**config.mk**
```make
export PLATFORM = sky130hd
export DESIGN_NAME = button_conditioner
export DESIGN_NICKNAME = d
export VERILOG_FILES = /design/src/rtl/button_conditioner.sv
export SDC_FILE = /design/constraint.sdc
export NUM_CORES = 1
export LEC_CHECK = 0
export CAP_MARGIN = 5
export CORE_UTILIZATION = 50
export CTS_CLUSTER_SIZE = 16
export DETAILED_ROUTE_END_ITERATION = 16
export PLACE_DENSITY_LB_ADDON = 0.12
export SKIP_LAST_GASP = 1
export SYNTH_ARGS = -nofsm -noshare
export SYNTH_HDL_FRONTEND = slang
export SYNTH_SLANG_ARGS = --single-unit
```
**constraint.sdc**
```tcl
create_clock -name fpga_clk_i -period 3.8 [get_ports fpga_clk_i]
set_clock_uncertainty 0.1 [all_clocks]
set_input_delay 0.76 -clock fpga_clk_i [delete_from_list [all_inputs] [get_ports fpga_clk_i]]
set_output_delay 0.76 -clock fpga_clk_i [all_outputs]
set_load 0.05 [all_outputs]
```
**src/rtl/button_conditioner.sv**
```systemverilog
// -----------------------------------------------------------------------------
// button_conditioner
//   Synchronises, debounces and edge-detects three raw pushbuttons (next, ok,
//   prev) and turns each accepted press into a single-cycle pulse. These pulses
//   feed the button_*_i inputs of the LCD controller.
//
//   Optional feature macro: BUTTON_COND_AUTOREPEAT_EN
//     When defined, next and prev auto-repeat while held. The first repeat comes
//     REPEAT_DELAY_CYCLES after the press pulse. Later repeats come every
//     REPEAT_PERIOD_CYCLES. ok never repeats. When the macro is undefined, no
//     repeat logic is built.
//
// Parameters
//   DEBOUNCE_CYCLES      consecutive stable synchronised samples needed (>= 2)
//   REPEAT_DELAY_CYCLES  press pulse to first repeat pulse (autorepeat only)
//   REPEAT_PERIOD_CYCLES spacing of later repeat pulses (autorepeat only)
//
// Ports
//   fpga_clk_i                single clock, rising edge
//   fpga_reset_i              asynchronous active-low reset
//   button_{next,ok,prev}_raw_i  raw bouncing active-high buttons
//   button_{next,ok,prev}_o   registered single-cycle press pulses
//                             (at most one is high in any cycle)
//   held_o[2:0]               debounced levels {prev, ok, next}
// -----------------------------------------------------------------------------
module button_conditioner #(
    parameter int DEBOUNCE_CYCLES      = 4,
    parameter int REPEAT_DELAY_CYCLES  = 16,
    parameter int REPEAT_PERIOD_CYCLES = 8
) (
    input  logic       fpga_clk_i,
    input  logic       fpga_reset_i,
    input  logic       button_next_raw_i,
    input  logic       button_ok_raw_i,
    input  logic       button_prev_raw_i,
    output logic       button_next_o,
    output logic       button_ok_o,
    output logic       button_prev_o,
    output logic [2:0] held_o
);

    localparam int IDX_NEXT = 0;
    localparam int IDX_OK   = 1;
    localparam int IDX_PREV = 2;

    localparam int              CW       = $clog2(DEBOUNCE_CYCLES + 1);
    localparam logic [CW-1:0]   CNT_ZERO = {CW{1'b0}};
    localparam logic [CW-1:0]   CNT_ONE  = CW'(1);
    // The count value at which one more mismatching sample completes the debounce.
    localparam logic [CW-1:0]   CNT_LAST = CW'(DEBOUNCE_CYCLES - 1);

    if (DEBOUNCE_CYCLES < 2 || REPEAT_DELAY_CYCLES < 1 || REPEAT_PERIOD_CYCLES < 1) begin : g_param_check
        $error("button_conditioner: illegal parameter value");
    end

    logic [2:0]    w_raw;
    logic [2:0]    r_sync1;
    logic [2:0]    r_sync2;
    logic [2:0]    r_stable;
    logic [2:0]    w_stable_nxt;
    logic [CW-1:0] r_cnt     [3];
    logic [CW-1:0] w_cnt_nxt [3];
    logic [2:0]    w_press;
    logic [2:0]    w_cand;
    logic [2:0]    w_pulse_nxt;
    logic [2:0]    r_pulse;

    assign w_raw = {button_prev_raw_i, button_ok_raw_i, button_next_raw_i};

    // Two-flop synchroniser for the asynchronous raw buttons.
    always_ff @(posedge fpga_clk_i or negedge fpga_reset_i) begin
        if (!fpga_reset_i) begin
            r_sync1 <= 3'b000;
            r_sync2 <= 3'b000;
        end else begin
            r_sync1 <= w_raw;
            r_sync2 <= r_sync1;
        end
    end

    // Debounce next-state: count mismatching samples and toggle stable on the last one.
    always_comb begin
        for (int b = 0; b < 3; b++) begin
            w_stable_nxt[b] = r_stable[b];
            w_cnt_nxt[b]    = CNT_ZERO;
            if (r_sync2[b] == r_stable[b]) begin
                w_cnt_nxt[b] = CNT_ZERO;
            end else if (r_cnt[b] == CNT_LAST) begin
                w_stable_nxt[b] = ~r_stable[b];
                w_cnt_nxt[b]    = CNT_ZERO;
            end else begin
                w_cnt_nxt[b] = r_cnt[b] + CNT_ONE;
            end
        end
    end

    // Debounce state registers.
    always_ff @(posedge fpga_clk_i or negedge fpga_reset_i) begin
        if (!fpga_reset_i) begin
            r_stable <= 3'b000;
            for (int b = 0; b < 3; b++) begin
                r_cnt[b] <= CNT_ZERO;
            end
        end else begin
            r_stable <= w_stable_nxt;
            for (int b = 0; b < 3; b++) begin
                r_cnt[b] <= w_cnt_nxt[b];
            end
        end
    end

    // A press is the edge on which stable goes from 0 to 1. Releases give no pulse.
    assign w_press = w_stable_nxt & ~r_stable;

`ifdef BUTTON_COND_AUTOREPEAT_EN
    localparam int RMAX = (REPEAT_DELAY_CYCLES > REPEAT_PERIOD_CYCLES) ?
                          REPEAT_DELAY_CYCLES : REPEAT_PERIOD_CYCLES;
    localparam int            RW          = $clog2(RMAX) + 1;
    localparam logic [RW-1:0] REP_ZERO    = {RW{1'b0}};
    localparam logic [RW-1:0] REP_ONE     = RW'(1);
    localparam logic [RW-1:0] REP_DLY_LD  = RW'(REPEAT_DELAY_CYCLES - 1);
    localparam logic [RW-1:0] REP_PER_LD  = RW'(REPEAT_PERIOD_CYCLES - 1);

    // Only next (r=0) and prev (r=1) get a repeat timer. ok never repeats.
    for (genvar r = 0; r < 2; r++) begin : g_rep
        localparam int B = (r == 0) ? IDX_NEXT : IDX_PREV;
        logic [RW-1:0] r_rep;
        logic [RW-1:0] w_rep_nxt;
        logic          w_fire;

        // Repeat timer. It is loaded on the press and reloaded on each repeat.
        // A release that takes effect on this edge suppresses the repeat.
        always_comb begin
            w_fire    = r_stable[B] & w_stable_nxt[B] & (r_rep == REP_ZERO);
            w_rep_nxt = r_rep;
            if (w_press[B]) begin
                w_rep_nxt = REP_DLY_LD;
            end else if (!w_stable_nxt[B]) begin
                w_rep_nxt = REP_ZERO;
            end else if (w_fire) begin
                w_rep_nxt = REP_PER_LD;
            end else if (r_rep != REP_ZERO) begin
                w_rep_nxt = r_rep - REP_ONE;
            end else begin
                w_rep_nxt = r_rep;
            end
        end

        // Repeat timer register.
        always_ff @(posedge fpga_clk_i or negedge fpga_reset_i) begin
            if (!fpga_reset_i) begin
                r_rep <= REP_ZERO;
            end else begin
                r_rep <= w_rep_nxt;
            end
        end
    end

    assign w_cand = w_press | {g_rep[1].w_fire, 1'b0, g_rep[0].w_fire};
`else
    assign w_cand = w_press;
`endif

    // Only one pulse per cycle. The priority is ok > next > prev. A losing pulse is dropped.
    always_comb begin
        w_pulse_nxt = 3'b000;
        if (w_cand[IDX_OK]) begin
            w_pulse_nxt[IDX_OK] = 1'b1;
        end else if (w_cand[IDX_NEXT]) begin
            w_pulse_nxt[IDX_NEXT] = 1'b1;
        end else if (w_cand[IDX_PREV]) begin
            w_pulse_nxt[IDX_PREV] = 1'b1;
        end else begin
            w_pulse_nxt = 3'b000;
        end
    end

    // Registered pulse outputs.
    always_ff @(posedge fpga_clk_i or negedge fpga_reset_i) begin
        if (!fpga_reset_i) begin
            r_pulse <= 3'b000;
        end else begin
            r_pulse <= w_pulse_nxt;
        end
    end

    assign button_next_o = r_pulse[IDX_NEXT];
    assign button_ok_o   = r_pulse[IDX_OK];
    assign button_prev_o = r_pulse[IDX_PREV];
    assign held_o        = r_stable;

endmodule

```
Word level (Yosys, flattened, before mapping). Cells that the tools add are included.

Bits in registers: 21. Input bits: 5. Output and inout port bits: 6. Logic and storage cells: 39.

Add/subtract/negate cells: 3. Eq/ne operators: 6. Muxes and demuxes: 18. Bitwise logic cells: 5.

Operator list (count): $mux W3 (6); $mux W1 (11); $add A3 B1 Y3 const B (3); $eq A3 B2 Y1 const B (3); $and A3 B3 Y3 (1); $eq A1 B1 Y1 (3); $not A1 Y1 (3); $not A3 Y3 (1); $mux W2 (1).

Depth between registers and ports, before layout.
Depth in word-level cells: 7. Gate-level depth with buffers: 3. Mapped depth without buffers: 3.

Worst setup path before layout. Ideal clock, no wire load.

Path kind: flip-flop to output port. Start: register r_stable[1] (netlist: held_o[1]). End: output held_o[1]. Data arrival time: 635 ps. Required time: 2940 ps. Path slack: 2305 ps. Stages on the path, launching flop included: 1. Path buffers: 0. Path through: dfrtp_1.

RTL lines: start, declared (line 59) `logic [2:0] r_stable;`; start signal, assigned (line 105) `r_stable <= w_stable_nxt;`; end, declared (line 39) `output logic [2:0] held_o`.

No word-level cell between the ends.

Worst setup path in the final report.
Start: register r_stable[2] (netlist: held_o[2]). End: output held_o[2].

No word-level cell between the ends.

==> results.sh <==
export IMPL_fin_setup_tns_ps=0
export IMPL_htreeDepth=1
export IMPL_p_leak_nw=0.407
export IMPL_num_antenna_cells=0
export IMPL_p_sw_mw=0.217
export IMPL_insertion_delay_ps=290
export IMPL_worstPathMaxFanout=4
export IMPL_vias=399
export IMPL_synthDistinctLibCells=13
export IMPL_reg2reg_from="r_cnt[6]$_DFF_PN0_"
export IMPL_finalHoldViolCount=0
export IMPL_dp_hpwl_um=860
export IMPL_power_density_mw_per_mm2=690
export IMPL_max_freq_ghz=0.418
export IMPL_grt_busiest_layer="met2"
export IMPL_drv_slew=0
export IMPL_arrival_ps=1530
export IMPL_reg2reg_slack_ps=2420
export IMPL_wirelength_um=1100
export IMPL_cts_clk_slew_worst_paths_ps=110
export IMPL_combinationalPowerShare=0.352
export IMPL_cts_resized_gates=0
export IMPL_drive_above_1_share=0.164
export IMPL_initial_core_util=0.563
export IMPL_total_power_mw=0.625
export IMPL_cap_violations=0
export IMPL_finalCritPeriodShare=0.629
export IMPL_reg2reg_depth=3
export IMPL_portBuffers=10
export IMPL_routedWlPerCell_um=14.4
export IMPL_grt_use_total=0.178
export IMPL_hold_buffers=0
export IMPL_power_share_switching=0.348
export IMPL_startpoint_type="flip-flop"
export IMPL_final_seq_area_um2=526
export IMPL_die_h_um=41.0
export IMPL_multi_input_area_um2=235
export IMPL_p_int_mw=0.408
export IMPL_place_ws_ps=1740
export IMPL_drt_pass1_iterations=2
export IMPL_post_route_drc_count=0
export IMPL_yosysSeqAreaShare=0.691
export IMPL_outcome="complete, no violations"
export IMPL_min_period_ps=2390
export IMPL_via_per_inst=5.25
export IMPL_critPathBufInv=1
export IMPL_fillers=101
export IMPL_gr_total_overflow=0
export IMPL_cts_buffer_depth=2
export IMPL_final_nets=70
export IMPL_numCtsBuffers=3
export IMPL_grt_pass1_vias=408
export IMPL_die_w_um=41.0
export IMPL_synth_warnings=0
export IMPL_slowest_stage="clkdlybuf4s50_1"
export IMPL_whs_endpoint="r_sync2[0]$_DFF_PN0_"
export IMPL_relSlewSlack=0.407
export IMPL_synth_avg_cell_area_um2=16.2
export IMPL_grt_pass1_wl_um=1730
export IMPL_finalWorstSetupSlack_ps=1410
export IMPL_r2r_end="held_o[0]$_DFF_PN0_"
export IMPL_gr_usage_met3=0.0326
export IMPL_synth_seq_cells=21
export IMPL_grt_use_met1=0.202
export IMPL_cts_setup_buffers=0
export IMPL_grt_antenna_before_repair=0
export IMPL_worst_ir_drop_vdd_mv=0.348
export IMPL_final_antenna_net_count=0
export IMPL_worstHoldStart="r_sync1[0]$_DFF_PN0_"
export IMPL_end_kind="primary output"
export IMPL_setup_worst_path_class="flip-flop to primary output"
export IMPL_cts_tree="yes"
export IMPL_path_delay_family="buffers and inverters"
export IMPL_synth_cells=47
export IMPL_syn_num_nets=55
export IMPL_seqPwrFrac=0.486
export IMPL_synth_area_um2=761
export IMPL_rsz0062_at_grt="no"
export IMPL_drtIter0Drc=3
export IMPL_required_ps=2940
export IMPL_use_met2=0.297
export IMPL_whs_path_depth=0
export IMPL_dieArea_mm2=0.00168
export IMPL_syn2layout_area_growth_pct=19.1
export IMPL_gp_congestion=0.564
export IMPL_cts_root_buf="clkbuf_4"
export IMPL_cts_num_sinks=21
export IMPL_rows=13
export IMPL_finalSetupViolCount=0
export IMPL_clockPowerShare=0.162
export IMPL_boundaryPins=11
export IMPL_worstMarginPinSlew_ps=886
export IMPL_grt_max_degree=22
export IMPL_coreArea_mm2=0.00135
export IMPL_hp_class="flip-flop to flip-flop"
export IMPL_slowest_delay_ps=820
export IMPL_cp_cell_sequence="clkdlybuf4s50_1"
==> registers in the layout, indices dropped and copies added (netlist names) <==
signal / cells
r_sync2: 3
r_cnt: 9
r_sync1: 3
held_o: 3
r_pulse: 3
==> power groups by stage <==
stage / combinational, mW / clock, mW / sequential [mW]
detailed placement: 0.223 / 0 / 0.310
finish: 0.220 / 0.101 / 0.303
global route: 0.239 / 0.114 / 0.310
floorplan: 0.0901 / 0 / 0.366
global placement: 0.208 / 0 / 0.301
CTS: 0.223 / 0.105 / 0.305
==> placed cells by master (no fill, tap or decap) <==
cell	instances
clkdlybuf4s50_1	10
dfrtp_1	21
and4bb_2	1
nor3b_1	5
clkbuf_4	3
nor2b_1	3
and4bb_4	1
nor3_1	3
mux2_2	3
nand2b_1	1
ha_1	3
and2b_1	1
nor4b_2	1
nor2b_2	1
clkbuf_1	1
xnor2_1	3
==> cell families (layout without fill, tap and decap cells) <==
group	count (synthesis)	count (layout)	share of synthesized area
xor gates and xnor gates	3	3	0.0345
adders and majority gates	3	3	0.0493
buffers and inverters	0	14	0
muxes	3	3	0.0444
DFF	21	21	0.691
and+or+nand+nor	17	17	0.181
==> cells in the mapped netlist, drive strengths merged <==
cell    instances  share of area
nor4b           1          0.020
nor3            3          0.020
and4bb          2          0.038
nor2b           4          0.036
ha              3          0.049
xnor2           3          0.035
nor3b           5          0.049
nand2b          1         0.0082
and2b           1         0.0099
dfrtp          21           0.69
mux2            3          0.044
==> worst max path at each step <==
stage | cells past startpoint | endpoint | startpoint
after floorplan | 0 | held_o[1] | held_o[1]$_DFF_PN0_
after global placement | 1 | held_o[2] | held_o[2]$_DFF_PN0_
after detailed placement | 1 | held_o[0] | held_o[0]$_DFF_PN0_
after CTS | 1 | held_o[1] | held_o[1]$_DFF_PN0_
after global routing | 1 | held_o[2] | held_o[2]$_DFF_PN0_
final | 1 | held_o[2] | held_o[2]$_DFF_PN0_
==> per-stage QoR <==
stage               cell area (µm²)   util  std cells  hold slack, ps
CTS                             906  0.671         76             264
global placement                880  0.652         72             234
detailed placement              880  0.652         72             237
finish                          906  0.671         76             261
global route                    906  0.671         76             278
floorplan                       761      -         47             231
==> cell type report <==
cell class	count	share of cell area
clock buffer	4	0.0290
multi-input combinational	26	0.260
sequential	21	0.580
tap	15	0.0207
timing repair buffer	10	0.110
==> routing by layer <==
layer,share of wire,up-vias,routed length (µm)
met4,0.017,0,19
li1,-,189,-
met5,0,-,0
met1,0.43,197,471
met2,0.52,11,567
met3,0.035,2,38
Note: power is estimated with default switching activity, not from simulation.
==> variant 1: new RTL, config.mk and constraints unchanged <==
The parameter `DEBOUNCE_CYCLES` goes from 4 to 2.
--- a/src/rtl/button_conditioner.sv
+++ b/src/rtl/button_conditioner.sv
@@ -25,5 +25,5 @@
 // -----------------------------------------------------------------------------
 module button_conditioner #(
-    parameter int DEBOUNCE_CYCLES      = 4,
+    parameter int DEBOUNCE_CYCLES      = 2,
     parameter int REPEAT_DELAY_CYCLES  = 16,
     parameter int REPEAT_PERIOD_CYCLES = 8
Formal check against the unedited RTL: not equivalent (Yosys sat finds a counterexample within 10 cycles, from zero or initial values and one cycle with fpga_reset_i low).
==> variant 1 against the original RTL <==
  * Final area shrank 15%
  * Maximum frequency grew 1.1%
  * Largest cell class unchanged
  * Power shrank 4.4%
  * Synthesized area shrank 18%
  * Synthesized cell count shrank 19%
  * Worst setup slack gained 26 ps
  * Global-route usage shrank 2.1 points
  * Largest power group unchanged
  * Routed wire length shrank 25%
  * Register-to-register slack gained 240 ps
  * Sequential cell count shrank 3
  * Critical path type unchanged
  * Clock power grew 9.9%
==> variant 1: results (changes against the original RTL) <==
| Metric | Value |
|---|---|
| Crit path time final | 2360 ps (-26.4 ps) |
| Final WL | 828 microns (-25%) |
| CTS Root Cell | clkbuf_4 |
| RD Place Congestion | 0.646 (+15%) |
| Yosys cell types | 12 (-1) |
| Global-route wire length before repair | 1450 microns (-16%) |
| Layout cells sized above 1 | 17.3% (+0.91 points) |
| FF-to-FF Start | r_cnt[3]$_DFF_PN0_ |
| Status | finished, final reports clean |
| Synth top cells by count | 18 x dfrtp_1, 3 x nor2_1, 3 x nor3b_1, 3 x xnor2_1 |
| Vias per Instance | 4.86 (-7.4%) |
| Worst r2r path cells | 2 (-1) |
| Dpl hpwl | 619 microns (-28%) |
| Hold path depth | 0 (unchanged) |
| GRT met3 Usage | 3.57% (+0.31 points) |
| DRT met1 WL | 399 microns (-15%) |
| Area contributors post-synth | dfrtp_1 73%, xnor2_1 4.2%, mux2_2 3.6%, nor3b_1 3.6%, and4bb_4 2.6% |
| Port buffer count | 10 (unchanged) |
| Reg2Reg Setup Slack | 2660 ps (+240 ps) |
| HP Start | r_sync1[1]$_DFF_PN0_ |
| DRT iter0 DRCs | 2 (-1) |
| Maximum VDD drop | 0.380 mV (+9.3%) |
| Post-synth top flop | dfrtp_1 |
| Post_cts resized | 0 (unchanged) |
| Syn nets | 43 (-22%) |
| Leakage | 0.338 nW (-17%) |
| Number of H-tree levels | 1 (unchanged) |
| Most flops, register | r_cnt |
| CP Max Fanout | 4 (unchanged) |
| Highest routed layer | met3 |
| Worst min path class | reg2reg |
| Largest net degree at the start of global routing | 19 (-14%) |
| Post-CTS Setup Inserts | 0 (unchanged) |
| CP arrival | 1500 ps (-30 ps) |
| Met1 GRT Util | 20.9% (+0.63 points) |
| Post-Place Worst Slack | 1750 ps (+9.70 ps) |
| GRT Total Usage | 15.7% (-2.1 points) |
| Fillers | 82 (-19%) |
| Met3 WL | 24 microns (-37%) |
| Sequential fraction of the synthesis area | 72.6% (+3.5 points) |
| Total Nets Final | 58 (-17%) |
| Clock transition at path regs | 100 ps |
| Number of CTS-inserted buffers | 3 (unchanged) |
| Synth Warn # | 0 (unchanged) |
| CP max-delay cell | clkdlybuf4s50_1 |
| Met2 Track Usage GR | 24.1% (-5.6 points) |
| Vias in the first global route | 345 (-15%) |
| Met2 wire len | 404 microns (-29%) |
| Reg2reg end | held_o[1]$_DFF_PN0_ |
| Slew Limit Headroom | 49.9% (+9.2 points) |
| Max FFs per register | 6 (-3) |
| Crit-path max cell delay | 820 ps (about the same) |
| Worst Hold Path EP | r_sync2[1]$_DFF_PN0_ |
| Largest delay share family, worst path | buffers and inverters |
variant 1: final cells by class:
class                           count  area share, %
Timing Repair Buffer               10           12.9
Multi-Input combinational cell     20           22.0
Clock buffer                        4           4.68
Tap cell                           14           2.26
Sequential cell                    18           58.2
variant 1: worst max path at each step:
| stage | from | end | cells after the start |
|---|---|---|---|
| CTS | held_o[2]$_DFF_PN0_ | held_o[2] | 1 |
| detailed placement | held_o[2]$_DFF_PN0_ | held_o[2] | 1 |
| global route | held_o[1]$_DFF_PN0_ | held_o[1] | 1 |
| global placement | held_o[2]$_DFF_PN0_ | held_o[2] | 1 |
| floorplan | held_o[2]$_DFF_PN0_ | held_o[2] | 0 |
| finish | held_o[2]$_DFF_PN0_ | held_o[2] | 1 |
variant 1: power breakdown:
part	internal [mW]	total, mW	switching (mW)	leakage (nW)
sequential	0.233	0.267	0.0344	0.225
combinational	0.0916	0.219	0.128	0.0921
clock	0.0582	0.111	0.0529	0.0210
total	0.383	0.597	0.215	0.338
variant 1: cell families (layout without fill, tap and decap cells):
logic type / count (synthesis) / after routing / synth area share [%]
simple gates: 14 / 14 / 17.7
flops: 18 / 18 / 72.6
buf+inv: 0 / 14 / 0
xor+xnor: 3 / 3 / 4.23
mux: 3 / 3 / 5.44
variant 1: through the flow:
| step | utilization, % | instance area [sq um] | std cells | hold WS, ps |
|---|---|---|---|---|
| final | 68.8 | 774 | 66 | 260 |
| after global routing | 68.8 | 774 | 66 | 276 |
| after CTS | 68.8 | 774 | 66 | 260 |
| after detailed placement | 65.6 | 738 | 62 | 239 |
| after global placement | 65.6 | 738 | 62 | 233 |
| after floorplan | - | 621 | 38 | 231 |
==> variant 2: new RTL, same flow settings <==
Without the edit above. Put a register stage on the outputs `button_next_o`, `button_ok_o` and `button_prev_o`, without a reset. The values now appear one clock later. The other outputs are not delayed to match.
--- a/src/rtl/button_conditioner.sv
+++ b/src/rtl/button_conditioner.sv
@@ -185,7 +185,9 @@
     end
 
-    assign button_next_o = r_pulse[IDX_NEXT];
-    assign button_ok_o   = r_pulse[IDX_OK];
-    assign button_prev_o = r_pulse[IDX_PREV];
+    always_ff @(posedge fpga_clk_i) begin
+        button_next_o <= r_pulse[IDX_NEXT];
+        button_ok_o   <= r_pulse[IDX_OK];
+        button_prev_o <= r_pulse[IDX_PREV];
+    end
     assign held_o        = r_stable;
 
Check against the original RTL: not equivalent (Yosys sat finds a counterexample within 10 cycles, from zero or initial values and one cycle with fpga_reset_i low).
==> variant 2 against the original RTL <==
  * Power increased by 7.9%
  * Worst setup slack got worse by 12 ps
  * Synthesized cell count increased by 6.4%
  * Global-route usage decreased by 4.3 points
  * Register-to-register slack improved by 70 ps
  * Critical path depth unchanged
  * Synthesized area increased by 7.9%
  * Die area increased by 7.5%
  * Final area increased by 7.9%
  * Routed wire length decreased by 13%
  * Non-clock buffer count unchanged
  * Sequential cell count increased by 3
  * Critical endpoint is now held_o[1]
  * Largest power group unchanged
==> variant 2: results (changes against the original RTL) <==
| Metric | Value |
|---|---|
| Synth Warn # | 0 (unchanged) |
| Average size of a mapped cell | 16.4 sq um (+1.4%) |
| Routed len/inst | 11.9 microns (-17%) |
| Vias | 401 (+0.50%) |
| RD Place Congestion | 0.754 (+34%) |
| Psw | 216 uW (-0.44%) |
| GRT Total Usage | 13.5% (-4.3 points) |
| Yosys cell types | 14 (+1) |
| Syn nets | 58 (+5.5%) |
| Transition time at the pin with the least slew margin | 875 ps (-11.7 ps) |
| HP Start | r_pulse[2]$_DFF_PN0_ |
| Leakage | 0.437 nW (+7.4%) |
| DP Area | 941 sq um (+7.0%) |
| Worst Hold Path EP | button_prev_o$_DFF_P_ |
| CTS Root Cell | clkbuf_4 |
| Dpl hpwl | 693 microns (-19%) |
| Worst min path class | reg2reg |
| GRT met3 Usage | 3.02% (-0.24 points) |
| Largest delay share family, worst path | buffers and inverters |
| Reg2reg end | held_o[1]$_DFF_PN0_ |
| Layout cells sized above 1 | 17.2% (+0.79 points) |
| CP arrival | 1540 ps |
| Total Nets Final | 73 (+4.3%) |
| CP max-delay cell | clkdlybuf4s50_1 |
| Skew-Pair Late Insertion Delay | 300 ps |
| Critical Path Source | held_o[1]$_DFF_PN0_ |
| Met2 Track Usage GR | 17.5% (-12 points) |
| FF-to-FF Start | r_cnt[3]$_DFF_PN0_ |
| Status | finished, final reports clean |
| Area contributors post-synth | dfrtp_1 64%, dfxtp_1 7.3%, ha_1 4.6%, nor3b_1 4.6%, mux2_2 4.1% |
| Cells after DPL | 76 (+5.6%) |
| Seq group | 335 uW (+11%) |
| Final WL | 954 microns (-13%) |
| Ys async rst share | 87.5% (-13 points) |
| Most flops, register | r_cnt |
| Post-synth top flop | dfrtp_1 |
| Crit path capture | held_o[1] |
| Met1 GRT Util | 19.0% (-1.2 points) |
| Reg2Reg Setup Slack | 2490 ps (+70 ps) |
| Largest net degree at the start of global routing | 22 (unchanged) |
| Global-route wire length before repair | 1720 microns (-0.41%) |
| Sequential fraction of the synthesis area | 71.3% (+2.3 points) |
| Vias in the first global route | 392 (-3.9%) |
| Maximum VDD drop | 0.397 mV (+14%) |
| Post-CTS Setup Inserts | 0 (unchanged) |
| Core box area | 0.00152 sq mm (+13%) |
| Clock power frac | 18.6% (+2.4 points) |
## variant 2: cell count changes after synthesis, sizes merged
cell   unedited run  this run
dfxtp             0         3
## variant 2: through the flow
step,setup slack [ps],power (mW),hold WS (ps),util [%]
global route,1330,0.720,265,64.1
global placement,1760,0.551,230,61.7
finish,1400,0.674,251,64.1
CTS,1370,0.686,253,64.1
detailed placement,1740,0.558,229,61.7
floorplan,2310,0.491,224,-
## variant 2: area by class of cell
cell class	instances	area, sq um
multi-input cells	26	235
repair buffers	10	100
fillers	112	547
flip-flops and latches	24	586
well taps	16	20.0
clock buffers	4	36.3
## variant 2: kinds of logic after synthesis
family | count (synthesis) | share of synthesized area (%)
mux | 3 | 4.12
simple gates | 17 | 16.8
flops | 24 | 71.3
xor+xnor | 3 | 3.20
fa+ha+maj | 3 | 4.57
## variant 2: metal layers
metal | wire [microns] | up-vias
met3 | 46 | 4
met5 | 0 | -
met2 | 395 | 12
met4 | 30 | 0
met1 | 482 | 185
li1 | - | 200
